File: src/rtl/seg_scan_pkg.sv
// Shared types and constants for the 7-segment scan controller.
// Holds the scan FSM state encoding and the blank code for the decoder.
package seg_scan_pkg;

    typedef enum logic [1:0] {
        ST_OFF,
        ST_SHOW,
        ST_DEAD
    } scan_state_t;

    localparam logic [3:0] SEG_BLANK_CODE = 4'hF;

endpackage

File: src/rtl/seg_scan_ctrl_scan_timer.sv
// scan_timer: one counter covering a whole digit slot (lit + dead time).
// Ports: clk, rst_n (async low), clr -> show_done, dead_done.
module scan_timer #(
    parameter int DIV  = 50000,
    parameter int DEAD = 16
) (
    input  logic clk,
    input  logic rst_n,
    input  logic clr,
    output logic show_done,
    output logic dead_done
);

    // Counts 0..DIV+DEAD-1: the lit part ends at DIV-1, the slot at LAST.
    // With DEAD=0 both strobes coincide.
    localparam int LAST = DIV + DEAD - 1;
    localparam int CW   = $clog2(LAST + 2);

    logic [CW-1:0] cnt;

    always_ff @(posedge clk or negedge rst_n) begin
        if (!rst_n) begin
            cnt <= '0;
        end else if (clr || cnt == CW'(LAST)) begin
            cnt <= '0;
        end else begin
            cnt <= cnt + CW'(1);
        end
    end

    assign show_done = (cnt == CW'(DIV - 1));
    assign dead_done = (cnt == CW'(LAST));

endmodule

File: src/rtl/seg_scan_ctrl.sv
// seg_scan_ctrl: multiplexed N-digit 7-segment scan with dead time, blink, LZ blank.
// In: en, wr_en/wr_addr/wr_data, blink_mask, lz_blank. Out: data_out, dig_n, frame_done.
module seg_scan_ctrl
    import seg_scan_pkg::*;
#(
    parameter int N_DIG        = 4,
    parameter int DIV          = 50000,
    parameter int DEAD         = 16,
    parameter int BLINK_FRAMES = 64,
    parameter int AW           = $clog2(N_DIG)
) (
    input  logic             clk,
    input  logic             rst_n,
    input  logic             en,
    input  logic             wr_en,
    input  logic [AW-1:0]    wr_addr,
    input  logic [3:0]       wr_data,
    input  logic [N_DIG-1:0] blink_mask,
    input  logic             lz_blank,
    output logic [3:0]       data_out,
    output logic [N_DIG-1:0] dig_n,
    output logic             frame_done
);

    localparam int FW = $clog2(2 * BLINK_FRAMES);

    scan_state_t      state, state_nxt;
    logic [AW-1:0]    idx, idx_nxt;
    logic [FW-1:0]    fcnt, fcnt_nxt;
    logic [3:0]       digs [N_DIG];
    logic             show_done, dead_done;
    logic             wrap, last_idx;
    logic             upper_zero, lz_hit, blink_bit, blink_off;
    logic [3:0]       code, data_nxt;
    logic [N_DIG-1:0] dig_n_nxt;

    scan_timer #(
        .DIV  (DIV),
        .DEAD (DEAD)
    ) u_timer (
        .clk       (clk),
        .rst_n     (rst_n),
        .clr       (!en || state == ST_OFF),
        .show_done (show_done),
        .dead_done (dead_done)
    );

    // Out-of-range addresses match no register and are dropped.
    always_ff @(posedge clk or negedge rst_n) begin
        if (!rst_n) begin
            for (int i = 0; i < N_DIG; i++) digs[i] <= 4'h0;
        end else if (wr_en) begin
            for (int i = 0; i < N_DIG; i++) begin
                if (wr_addr == AW'(i)) digs[i] <= wr_data;
            end
        end
    end

    assign last_idx = (idx == AW'(N_DIG - 1));

    always_comb begin
        state_nxt = state;
        idx_nxt   = idx;
        wrap      = 1'b0;
        if (!en) begin
            state_nxt = ST_OFF;
            idx_nxt   = '0;
        end else begin
            unique case (state)
                ST_OFF: begin
                    state_nxt = ST_SHOW;
                    idx_nxt   = '0;
                end
                ST_SHOW: begin
                    if (show_done) begin
                        if (DEAD == 0) begin
                            idx_nxt = last_idx ? '0 : idx + AW'(1);
                            wrap    = last_idx;
                        end else begin
                            state_nxt = ST_DEAD;
                        end
                    end
                end
                ST_DEAD: begin
                    if (dead_done) begin
                        state_nxt = ST_SHOW;
                        idx_nxt   = last_idx ? '0 : idx + AW'(1);
                        wrap      = last_idx;
                    end
                end
                default: state_nxt = ST_OFF;
            endcase
        end
    end

    always_comb begin
        fcnt_nxt = fcnt;
        if (wrap) begin
            fcnt_nxt = (fcnt == FW'(2 * BLINK_FRAMES - 1)) ? '0 : fcnt + FW'(1);
        end
    end

    // Output is computed for the digit being selected, so the blink phase
    // must be that of the frame being entered.
    assign blink_off = (fcnt_nxt >= FW'(BLINK_FRAMES));

    // Scan from the top digit down; upper_zero covers digits i..N_DIG-1.
    always_comb begin
        upper_zero = 1'b1;
        lz_hit     = 1'b0;
        code       = 4'h0;
        blink_bit  = 1'b0;
        for (int i = N_DIG - 1; i >= 0; i--) begin
            if (digs[i] != 4'h0) upper_zero = 1'b0;
            if (idx_nxt == AW'(i)) begin
                code      = digs[i];
                blink_bit = blink_mask[i];
                lz_hit    = (i != 0) && upper_zero;
            end
        end
    end

    always_comb begin
        dig_n_nxt = '1;
        data_nxt  = SEG_BLANK_CODE;
        if (state_nxt == ST_SHOW) begin
            for (int i = 0; i < N_DIG; i++) begin
                dig_n_nxt[i] = (idx_nxt != AW'(i));
            end
            if (blink_bit && blink_off) begin
                data_nxt = SEG_BLANK_CODE;
            end else if (lz_blank && lz_hit) begin
                data_nxt = SEG_BLANK_CODE;
            end else begin
                data_nxt = code;
            end
        end
    end

    always_ff @(posedge clk or negedge rst_n) begin
        if (!rst_n) begin
            state      <= ST_OFF;
            idx        <= '0;
            fcnt       <= '0;
            dig_n      <= '1;
            data_out   <= SEG_BLANK_CODE;
            frame_done <= 1'b0;
        end else begin
            state      <= state_nxt;
            idx        <= idx_nxt;
            fcnt       <= fcnt_nxt;
            dig_n      <= dig_n_nxt;
            data_out   <= data_nxt;
            frame_done <= wrap;
        end
    end

endmodule

File: config.mk
export PLATFORM = sky130hd
export DESIGN_NAME = seg_scan_ctrl
export DESIGN_NICKNAME = d
export VERILOG_FILES = /design/src/rtl/seg_scan_pkg.sv /design/src/rtl/seg_scan_ctrl_scan_timer.sv /design/src/rtl/seg_scan_ctrl.sv
export SDC_FILE = /design/constraint.sdc
export NUM_CORES = 1
export LEC_CHECK = 0
export BUFFER_PORTS_ARGS = -buffer_cell sky130_fd_sc_hd__buf_2
export CAP_MARGIN = 25
export CELL_PAD_IN_SITES_DETAIL_PLACEMENT = 0
export CELL_PAD_IN_SITES_GLOBAL_PLACEMENT = 1
export CORE_MARGIN = 4
export CORE_UTILIZATION = 50
export CTS_CLUSTER_SIZE = 10
export DETAILED_ROUTE_END_ITERATION = 8
export PLACE_DENSITY_LB_ADDON = 0.05
export SYNTH_ARGS = -nofsm -noshare
export SYNTH_HDL_FRONTEND = slang
export SYNTH_SLANG_ARGS = --single-unit
File: constraint.sdc
create_clock -name clk -period 5.3 [get_ports clk]
set_clock_uncertainty 0.2 [all_clocks]
set_input_delay 0.53 -clock clk [delete_from_list [all_inputs] [get_ports clk]]
set_output_delay 0.53 -clock clk [all_outputs]
set_load 0.05 [all_outputs]
==> impl_metrics.tcl <==
set metrics [dict create \
    setup_violations 0 \
    synth_compound_area_share_pct 8.45 \
    yosys_warnings 0 \
    synth_top_family_by_area "simple AND/OR/NAND/NOR gates" \
    ir_drop_mv 0.192 \
    diodes 0 \
    finalSetupTns_ns 0 \
    initialDrtViolationCount 127 \
    layout-drive-gt1-share_pct 25.8 \
    period_share_pct 56.3 \
    highest-signal-layer "met4" \
    drt_pass1_iterations 5 \
    coreArea_mm2 0.00479 \
    synthToLayoutAreaGrowth_pct 10.9 \
    netlist_instances 230 \
    synth_seq_cells 52 \
    clk_latency_ns 0.30 \
    synthAdderAreaFrac_pct 1.50 \
    nets 273 \
    cp.arrival_ns 3.00 \
    fp.dieH_um 78.7 \
    synthMuxAreaShare_pct 10.2 \
    worst_slew_pin_slew_ns 0.741 \
    nFillCells 423 \
    crit_path_end_kind "flop" \
    cts_buffer_depth 2 \
    total_leakage_power_uw 0.00116 \
    syn_area_per_cell_um2 10.9 \
    die_x_um 78.7 \
    final_antenna_net_count 0 \
    cp.required_ns 5.32 \
    min_path_type "in -> async" \
    synthXorXnorAreaFrac_pct 5.60 \
    dp_cells 315 \
    path_max_fanout 9 \
    cts.repair.resized 0 \
    cts.sinks 52 \
    grt.total_usage_pct 18.3 \
    dieArea_mm2 0.00620 \
    num_io_pins 24 \
    root_buffer "clkbuf_8" \
    drv_cap 0 \
    power_density_mw_per_mm2 275 \
    synth_ff_type "dfrtp_1" \
    cts-buffers-inserted 5 \
    outcome "completed" \
    criticalPathCategory "reg -> reg" \
    synth_edf_count 0 \
    maxSlewHeadroom_pct 50.5 \
    dp_hpwl_mm 3.51 \
    synth.distinct_cells 47 \
    route.detailed.drc 0 \
    wl_per_cell_um 15.0 \
    io_buffers 23 \
    num_rows 25 \
    htree_levels 2 \
    synthesis.area_mm2 0.00250 \
    avgViaCountPerCell 5.47 \
    fin_crit_ns 2.98 \
    finalHoldViolations 0 \
    synthSimpleGateAreaFrac_pct 19.3 \
    r2r_cells 6 \
    cts_tree "done" \
    slew_violations 0 \
    synthArstFlopShare_pct 100 \
    mostFrequentLayoutCells "dfrtp_1 (44), buf_2 (23), nand2_1 (22), nor2_1 (22), mux2_2 (15)" \
    max_freq_mhz 335 \
    fin_util_pct 58.0 \
    cp-start-kind "flop" \
    wl_met3_um 146 \
    wl_met1_mm 2.25 \
    routed_wl_mm 4.85 \
    grt_max_degree 53 \
    syn_nets 248 \
    rsz0062_at_grt "no" \
    clk_pin_slew_ns 0.09 \
    finalNonFillerCells 323 \
    initial_core_util_pct 52.3 \
    overflow 0 \
    final_common_cell "dfrtp_1" \
    holdBufCountCts 0 \
    grt_pass1_vias 1820 \
    num_vias 1767 \
    yosysSeqAreaShare_pct 52.4 \
    post-cts-setup-buffer-count 0 \
    grt_pass1_wl_mm 8.77 \
    antenna_found_initial 0 \
    routabilityCongestion 0.810 \
    wl_met2_mm 2.35 \
]
-- logic make-up (layout without fill, tap and decap cells) --
group | count (synthesis) | after routing
adders and majority gates | 3 | 3
buffers and inverters | 15 | 41
DFF | 52 | 52
muxes | 21 | 21
AOI/OAI and AO/OA | 31 | 31
and+or+nand+nor | 92 | 92
xor gates and xnor gates | 16 | 16
-- state kept, by name, summed over array words and instances, names as in the netlist --
register and count:
data_out 4, u_timer.cnt 16, dig_n 4, digs 16, state 2, idx 2
frame_done 1, fcnt 7
-- worst paths after layout --
kind	start	slack, ns	end
worst max register to register	u_timer.cnt[10]	2.32	data_out[3]
max in group asynchronous	rst_n	4.34	frame_done
min in group clk	u_timer.cnt[0]	0.27	u_timer.cnt[0]
worst min-delay path	rst_n	0.14	digs[12]
worst min register to register	u_timer.cnt[0]	0.27	u_timer.cnt[0]
worst max-delay path	u_timer.cnt[10]	2.32	data_out[3]
-- stage by stage --
step	worst slack, ns	instance area, um2	power [uW]	hold WS, ns
after CTS	2.31	2770	771	0.156
final	2.32	2770	762	0.139
after global routing	2.13	2770	804	0.189
after detailed placement	2.34	2680	537	0.262
after floorplan	2.40	2500	503	0.0344
after global placement	2.38	2680	536	0.252
-- per-layer routing --
metal / up-vias / track usage [%]
met5: - / 0
met1: 855 / 23.6
met3: 11 / 3.97
met4: 0 / 6.47
met2: 33 / 30.3
li1: 868 / -
-- power by group --
part           total (uW)  internal, uW  switching (uW)
logic                83.1          35.6            47.5
registers             446           427            18.8
clock network         233           106             126
total                 762           569             193
-- synth_stat cells, types with 2 or more instances --
cell type | number | area share [%]
and2_1 | 2 | 0.50
a21oi_1 | 3 | 0.60
nor2_1 | 22 | 3.3
mux2_2 | 15 | 6.8
o211ai_1 | 2 | 0.60
inv_1 | 8 | 1.2
nand3b_1 | 2 | 0.60
mux2i_4 | 2 | 1.8
nand2_1 | 22 | 3.3
xor2_1 | 10 | 3.5
nor3_1 | 5 | 1.0
dfrtp_1 | 44 | 44
or4_1 | 3 | 0.90
nor2b_1 | 2 | 0.50
o21ai_0 | 11 | 2.2
o22ai_1 | 2 | 0.50
clkbuf_1 | 5 | 0.75
and4_1 | 2 | 0.70
xnor2_1 | 6 | 2.1
nand4_1 | 5 | 1.3
dfstp_2 | 8 | 8.4
a22oi_1 | 3 | 0.90
a221o_1 | 3 | 1.2
and3_1 | 2 | 0.50
mux2i_1 | 4 | 1.6
ha_1 | 3 | 1.5
nand3_1 | 14 | 2.8
-- final cells by class --
class                      instances  area (um2)  area share (%)
clock buffer                       7        86.3            3.11
clock inverter                     1        7.51           0.271
inverter                           8        30.0            1.08
multi-input combinational        163        1120            40.6
sequential                        52        1310            47.3
tap                               67        83.8            3.02
timing repair buffer              25         130            4.69
-- worst max-delay path, stage by stage, from the launching register on --
cell,delay (ns)
dfrtp_1,0.44
or4b_1,0.56
or4_4,0.60
mux2i_4,0.32
mux2_2,0.38
a222oi_1,0.28
nand3_1,0.12
No activity file was read; power rests on OpenSTA's default activity.
